`src/rtl/mac_pkg.sv`:
```
// mac_pkg: shared definitions for the ethernet MAC transmit/receive paths.
// Holds the transmit framer state encoding, the framing byte constants and
// the CRC-32 constants used by the FCS generator and checker.
package mac_pkg;

    typedef enum logic [2:0] {
        ST_IDLE  = 3'd0,
        ST_PRE   = 3'd1,
        ST_SFD   = 3'd2,
        ST_DATA  = 3'd3,
        ST_PAD   = 3'd4,
        ST_FCS   = 3'd5,
        ST_DRAIN = 3'd6,
        ST_IFG   = 3'd7
    } mac_state_e;

    localparam logic [7:0]  PREAMBLE_BYTE   = 8'h55;
    localparam logic [7:0]  SFD_BYTE        = 8'hD5;
    localparam logic [31:0] CRC32_POLY_REFL = 32'hEDB88320;
    localparam logic [31:0] CRC32_INIT      = 32'hFFFFFFFF;
    localparam int          FCS_BYTES       = 4;

endpackage

```
`src/rtl/crc32_d8.sv`:
```
// crc32_d8: combinational one-byte step of the IEEE 802.3 CRC-32 in its
// reflected form (LSB of the data byte enters first).
// Ports:
//   crc_in  [31:0] current CRC register value
//   data_in [7:0]  byte to fold in
//   crc_out [31:0] CRC register value after the byte
module crc32_d8
    import mac_pkg::*;
(
    input  logic [31:0] crc_in,
    input  logic [7:0]  data_in,
    output logic [31:0] crc_out
);

    logic [31:0] c;

    always_comb begin
        c = crc_in ^ {24'h0, data_in};
        for (int i = 0; i < 8; i++) begin
            c = c[0] ? ((c >> 1) ^ CRC32_POLY_REFL) : (c >> 1);
        end
        crc_out = c;
    end

endmodule

```
`src/rtl/mac_tx_framer.sv`:
```
// mac_tx_framer: transmit MAC framer. Takes an LLC byte stream over a
// valid/ready/last handshake and drives GMII-style txen/txd/txer with
// preamble/SFD, zero padding, CRC-32 FCS, inter-frame gap and abort handling.
// Ports:
//   in_txc, in_rst_n           clock (rising edge), async active-low reset
//   in_valid/in_data/in_last   upstream byte stream
//   out_ready                  byte accepted when in_valid & out_ready
//   out_txen/out_txd/out_txer  registered GMII outputs
//   out_frame_done, out_abort  one-cycle status pulses
// Handshake: a byte transfers on a rising edge where in_valid and out_ready
// are both high; out_ready depends only on state, never on in_valid.
// Every output except out_ready is registered, so the wire shows the action
// decided in a given state one cycle later.
module mac_tx_framer
    import mac_pkg::*;
#(
    parameter int PREAMBLE_BYTES  = 7,
    parameter int MIN_FRAME_BYTES = 64,
    parameter int MAX_FRAME_BYTES = 1518,
    parameter int IFG_BYTES       = 12,
    parameter int FCS_EN          = 1
) (
    input  logic       in_txc,
    input  logic       in_rst_n,
    input  logic       in_valid,
    input  logic [7:0] in_data,
    input  logic       in_last,
    output logic       out_ready,
    output logic       out_txen,
    output logic [7:0] out_txd,
    output logic       out_txer,
    output logic       out_frame_done,
    output logic       out_abort
);

    localparam int CNT_W = $clog2(MAX_FRAME_BYTES + 1);
    localparam int IFG_W = $clog2(IFG_BYTES + 2);
    // Data+pad length target; FCS bytes are excluded from it when appended.
    localparam int PAD_INT = (MIN_FRAME_BYTES == 0) ? 0 :
                             (FCS_EN == 0) ? MIN_FRAME_BYTES :
                             (MIN_FRAME_BYTES > FCS_BYTES) ? MIN_FRAME_BYTES - FCS_BYTES : 0;
    localparam int MAX_INT = (FCS_EN == 0) ? MAX_FRAME_BYTES : MAX_FRAME_BYTES - FCS_BYTES;

    localparam logic [CNT_W-1:0] PAD_TARGET = CNT_W'(PAD_INT);
    localparam logic [CNT_W-1:0] DATA_MAX   = CNT_W'(MAX_INT);
    localparam logic [IFG_W-1:0] IFG_SAT    = IFG_W'(IFG_BYTES);
    localparam logic [3:0]       PRE_LAST   = 4'(PREAMBLE_BYTES - 1);

    mac_state_e       state_q, state_d;
    logic [CNT_W-1:0] byte_cnt_q, byte_cnt_d, byte_cnt_inc;
    logic [3:0]       pre_cnt_q, pre_cnt_d;
    logic [1:0]       fcs_idx_q, fcs_idx_d;
    logic [IFG_W-1:0] ifg_cnt_q, ifg_cnt_d, ifg_cnt_inc;
    logic [31:0]      crc_q, crc_d, crc_next, crc_inv;
    logic [7:0]       crc_byte;
    logic             txen_q, txen_d, txer_q, txer_d;
    logic [7:0]       txd_q, txd_d;
    logic             done_q, done_d, abort_q, abort_d;
    logic             ifg_exit;

    // Only DATA feeds real bytes into the CRC; PAD feeds zeros.
    assign crc_byte = (state_q == ST_DATA) ? in_data : 8'h00;

    crc32_d8 u_crc (
        .crc_in  (crc_q),
        .data_in (crc_byte),
        .crc_out (crc_next)
    );

    assign byte_cnt_inc = byte_cnt_q + CNT_W'(1);
    assign ifg_cnt_inc  = (ifg_cnt_q == IFG_SAT) ? ifg_cnt_q : ifg_cnt_q + IFG_W'(1);
    assign crc_inv      = ~crc_q;
    // The IDLE cycle that follows IFG is itself one more idle cycle on the
    // wire, so IFG can release one cycle early.
    assign ifg_exit     = (int'(ifg_cnt_q) + 2) >= IFG_BYTES;
    assign out_ready    = (state_q == ST_DATA) || (state_q == ST_DRAIN);

    always_comb begin
        state_d    = state_q;
        byte_cnt_d = byte_cnt_q;
        pre_cnt_d  = pre_cnt_q;
        fcs_idx_d  = fcs_idx_q;
        crc_d      = crc_q;
        ifg_cnt_d  = '0;
        txen_d     = 1'b0;
        txd_d      = 8'h00;
        txer_d     = 1'b0;
        done_d     = 1'b0;
        abort_d    = 1'b0;
        case (state_q)
            ST_IDLE: begin
                pre_cnt_d = '0;
                if (in_valid) state_d = ST_PRE;
            end
            ST_PRE: begin
                txen_d    = 1'b1;
                txd_d     = PREAMBLE_BYTE;
                pre_cnt_d = pre_cnt_q + 4'd1;
                if (pre_cnt_q == PRE_LAST) state_d = ST_SFD;
            end
            ST_SFD: begin
                txen_d     = 1'b1;
                txd_d      = SFD_BYTE;
                crc_d      = CRC32_INIT;
                byte_cnt_d = '0;
                state_d    = ST_DATA;
            end
            ST_DATA: begin
                txen_d = 1'b1;
                if (!in_valid || (byte_cnt_q == DATA_MAX)) begin
                    // Underrun, or a byte that would overflow the frame:
                    // flag the error on the wire and drop the rest.
                    txer_d  = 1'b1;
                    abort_d = 1'b1;
                    state_d = (in_valid && in_last) ? ST_IFG : ST_DRAIN;
                end else begin
                    txd_d      = in_data;
                    crc_d      = crc_next;
                    byte_cnt_d = byte_cnt_inc;
                    if (in_last) begin
                        if (byte_cnt_inc < PAD_TARGET) begin
                            state_d = ST_PAD;
                        end else if (FCS_EN != 0) begin
                            fcs_idx_d = '0;
                            state_d   = ST_FCS;
                        end else begin
                            done_d  = 1'b1;
                            state_d = ST_IFG;
                        end
                    end
                end
            end
            ST_PAD: begin
                txen_d     = 1'b1;
                crc_d      = crc_next;
                byte_cnt_d = byte_cnt_inc;
                if (byte_cnt_inc >= PAD_TARGET) begin
                    if (FCS_EN != 0) begin
                        fcs_idx_d = '0;
                        state_d   = ST_FCS;
                    end else begin
                        done_d  = 1'b1;
                        state_d = ST_IFG;
                    end
                end
            end
            ST_FCS: begin
                txen_d    = 1'b1;
                txd_d     = crc_inv[{fcs_idx_q, 3'b000} +: 8];
                fcs_idx_d = fcs_idx_q + 2'd1;
                if (fcs_idx_q == 2'd3) begin
                    done_d  = 1'b1;
                    state_d = ST_IFG;
                end
            end
            ST_DRAIN: begin
                // Drain cycles are idle on the wire, so they count as gap.
                ifg_cnt_d = ifg_cnt_inc;
                if (in_valid && in_last) state_d = ST_IFG;
            end
            ST_IFG: begin
                ifg_cnt_d = ifg_cnt_inc;
                if (ifg_exit) state_d = ST_IDLE;
            end
            default: state_d = ST_IDLE;
        endcase
    end

    always_ff @(posedge in_txc or negedge in_rst_n) begin
        if (!in_rst_n) begin
            state_q    <= ST_IDLE;
            byte_cnt_q <= '0;
            pre_cnt_q  <= '0;
            fcs_idx_q  <= '0;
            ifg_cnt_q  <= '0;
            crc_q      <= '0;
            txen_q     <= 1'b0;
            txd_q      <= 8'h00;
            txer_q     <= 1'b0;
            done_q     <= 1'b0;
            abort_q    <= 1'b0;
        end else begin
            state_q    <= state_d;
            byte_cnt_q <= byte_cnt_d;
            pre_cnt_q  <= pre_cnt_d;
            fcs_idx_q  <= fcs_idx_d;
            ifg_cnt_q  <= ifg_cnt_d;
            crc_q      <= crc_d;
            txen_q     <= txen_d;
            txd_q      <= txd_d;
            txer_q     <= txer_d;
            done_q     <= done_d;
            abort_q    <= abort_d;
        end
    end

    assign out_txen       = txen_q;
    assign out_txd        = txd_q;
    assign out_txer       = txer_q;
    assign out_frame_done = done_q;
    assign out_abort      = abort_q;

endmodule

```
`config.mk`:
```
export PLATFORM = sky130hd
export DESIGN_NAME = mac_tx_framer
export DESIGN_NICKNAME = d
export VERILOG_FILES = /design/src/rtl/mac_pkg.sv /design/src/rtl/crc32_d8.sv /design/src/rtl/mac_tx_framer.sv
export SDC_FILE = /design/constraint.sdc
export NUM_CORES = 1
export LEC_CHECK = 0
export CAP_MARGIN = 15
export CORE_MARGIN = 10
export CORE_UTILIZATION = 55
export DETAILED_ROUTE_END_ITERATION = 7
export PLACE_DENSITY = 0.84
export SLEW_MARGIN = 20
export SYNTH_ARGS = -nofsm -noshare
export SYNTH_HDL_FRONTEND = slang
export SYNTH_HIERARCHICAL = 1
export SYNTH_SLANG_ARGS = --single-unit
```
`constraint.sdc`:
```
create_clock -name in_txc -period 3.1 [get_ports in_txc]
set_input_delay 0.93 -clock in_txc [delete_from_list [all_inputs] [get_ports in_txc]]
set_output_delay 0.93 -clock in_txc [all_outputs]
set_load 0.01 [all_outputs]
```
==> impl_metrics.ini <==
[run_status]
status = finished clean

[logic_synthesis]
ys.flop_type = dfrtp_1
synth-seq-area-share_pct = 38.1
syn_nets = 403
synth_area_sq_um = 4400
synth_cell_types = 61
synth-seq-cells = 67
syn_inst = 383
yosysWarnings = 6
postSynthAreaPerCell_sq_um = 11.5
synthArstFlopShare_pct = 100
synth_edf_count = 0

[layout]
syn_to_final_growth_pct = 13.3
finalInstanceArea_sq_um = 4980
n_fill_cell = 579
post-route-util_pct = 64.1
final-seq-area_sq_um = 1680
layout_commonest_cell = dfrtp_1
num_antenna_cells = 0
drive_above_1_share_pct = 16.4
most-common-layout-cells = dfrtp_1 (67), xnor2_1 (37), o22a_1 (33)
multi_input_area_sq_um = 2540
fin_nets = 430

[clock_network]
cts_root_buf = clkbuf_8
htree_levels = 3
postCtsSetupRepairBufs = 0
post_cts_resized = 0
cts.sinks = 67
numCtsBuffers = 9
clkLatencyLatePin_ns = 0.35
cts_tree = built
clk_pin_slew_ns = 0.08
clockBufferDepth = 2
hold_buffers = 0

[floorplan]
fp.dieW_um = 109
ios = 25
start_util_pct = 56.6
die_height_um = 109
num_rows = 32
coreArea_sq_um = 7770
dieArea_sq_um = 12000

[routing]
ant_nets = 0
route.vias.total = 3165
vias_per_cell = 6.12
drc = 0
first_pass_iters = 4
drt_iter0_drc = 310
wire_per_inst_um = 19.0
routed_wl_um = 9800

[place]
port-buffer-count = 24
finalWeightedCongestion = 0.854
placed_area_sq_um = 4790
dp_hpwl_um = 6810

[pwr]
leakagePower_uw = 0.00208
comb_power_share_pct = 67.6
p_switching_uw = 2730
seqPwrFrac_pct = 22.1
peakVddDrop_v = 0.000594
p_int_uw = 4320
pwr-share-clk_pct = 10.3
swShare_pct = 38.7
p_per_area_nw_per_um2 = 1420

[timing]
grt_setup_unrepaired = no
slew_violations = 0
setup_violations = 0
timing.final.crit_share_pct = 93.9
final.setup_skew_ns = 0.0121
max-slew-margin-rel_pct = 53.1
finalCriticalPeriod_ns = 2.91
finalHoldViolations = 0
clock.fmax_mhz = 344
setup_tns_ns = 0
timing.hold.ws_ns = 0.542
tightestPinTransition_ns = 0.703

[critical_path]
r2r_cells = 7
end_kind = output pin
timing.rr.start = state_q[2]
startpoint_type = register
required_ns = 2.17
r2r_slack_ns = 0.44
worst-endpoint-arrival_ns = 1.98
reg2reg_to = crc_q[19]
crit_fanout = 24
cp-startpoint = state_q[0]
worstSetupPathType = reg2out

[worst_hold_path]
hold_class = reg2reg
hold-path-endpoint = byte_cnt_q[0]
min_path_cells = 1
hp-start = byte_cnt_q[0]

[global_route]
overflow = 0
antenna_found_initial = 0
grt.total_usage_pct = 17.3
grt_max_degree = 68
grt_pass1_wl_um = 16300
grt_pass1_vias = 3145

[run]
maxCapViolations = 0
[power by group through the flow]
stage	Sequential, uW	Combinational [uW]	Clock (uW)
finish	1560	4760	729
global route	1590	5120	781
CTS	1550	4770	740
detailed placement	1570	4710	0
global placement	1530	4550	0
floorplan	1450	3790	0
[flip-flops by register name, indices dropped and copies added (netlist names)]
name / cells
byte_cnt_q: 11
crc_q: 32
fcs_idx_q: 2
ifg_cnt_q: 4
out_abort: 1
out_frame_done: 1
out_txd: 8
out_txen: 1
pre_cnt_q: 4
state_q: 3
[kinds of logic (layout without fill, tap and decap cells)]
logic type,after synthesis,in the layout,share of synthesized area [%]
muxes,9,9,4.33
adders and majority gates,8,8,2.28
buffers and inverters,37,69,3.98
and+or+nand+nor,87,87,10.1
AOI/OAI and AO/OA,102,102,17.0
xor gates and xnor gates,73,73,24.2
DFF,67,67,38.1
[metal layers]
metal	vias to the layer above	global-route usage (%)	wire, um
met5	-	0	0
met4	0	5.67	174
met3	22	3.63	557
met2	109	27.8	4830
met1	1590	22.9	4240
li1	1444	-	-
[cell type report]
type / instances / area share, %
flip-flops and latches: 67 / 33.7
well taps: 102 / 2.56
inverters: 11 / 0.829
multi-input cells: 279 / 51.1
repair buffers: 42 / 7.94
clock buffers: 11 / 2.84
clock inverters: 5 / 1.06
[worst max path at each step]
stage | endpoint | depth (start not counted)
2_1_floorplan | crc_q[20] | 5
4_1_cts | out_ready | 3
6_report | out_ready | 3
5_1_grt | out_ready | 3
3_3_place_gp | crc_q[18] | 6
3_5_place_dp | crc_q[29] | 6
[metrics by stage]
step,cells,power [uW],setup slack (ns)
after floorplan,383,5240,0.509
after global placement,501,6090,0.0216
after detailed placement,501,6280,-0.0181
after CTS,517,7070,0.154
after global routing,517,7490,0.0209
final,517,7050,0.189
[synthesized netlist by cell type, types with 4 or more instances]
cell | instances | area (sq um)
mux4_2 | 8 | 180
xnor3_1 | 13 | 293
xnor2_4 | 6 | 165
a21oi_1 | 15 | 75.1
xnor2_1 | 37 | 324
nand2_1 | 22 | 82.6
o21ai_0 | 13 | 65.1
or2_2 | 5 | 31.3
xnor2_2 | 4 | 65.1
and3_1 | 11 | 68.8
nor2_1 | 17 | 63.8
nand3_1 | 8 | 40.0
nand2b_1 | 4 | 25.0
nor3_1 | 4 | 20.0
a211oi_1 | 4 | 30.0
dfrtp_1 | 67 | 1680
inv_1 | 11 | 41.3
xor2_1 | 6 | 52.6
a31oi_1 | 11 | 68.8
ha_1 | 8 | 100
o22a_1 | 33 | 289
buf_2 | 8 | 40.0
clkbuf_1 | 14 | 52.6
[critical path: stages (launching register included)]
cell	delay (ns)
dfrtp_1	0.80
xnor2_1	0.14
nor2_1	0.13
clkdlybuf4s50_1	0.56
No activity file was read; power rests on OpenSTA's default activity.
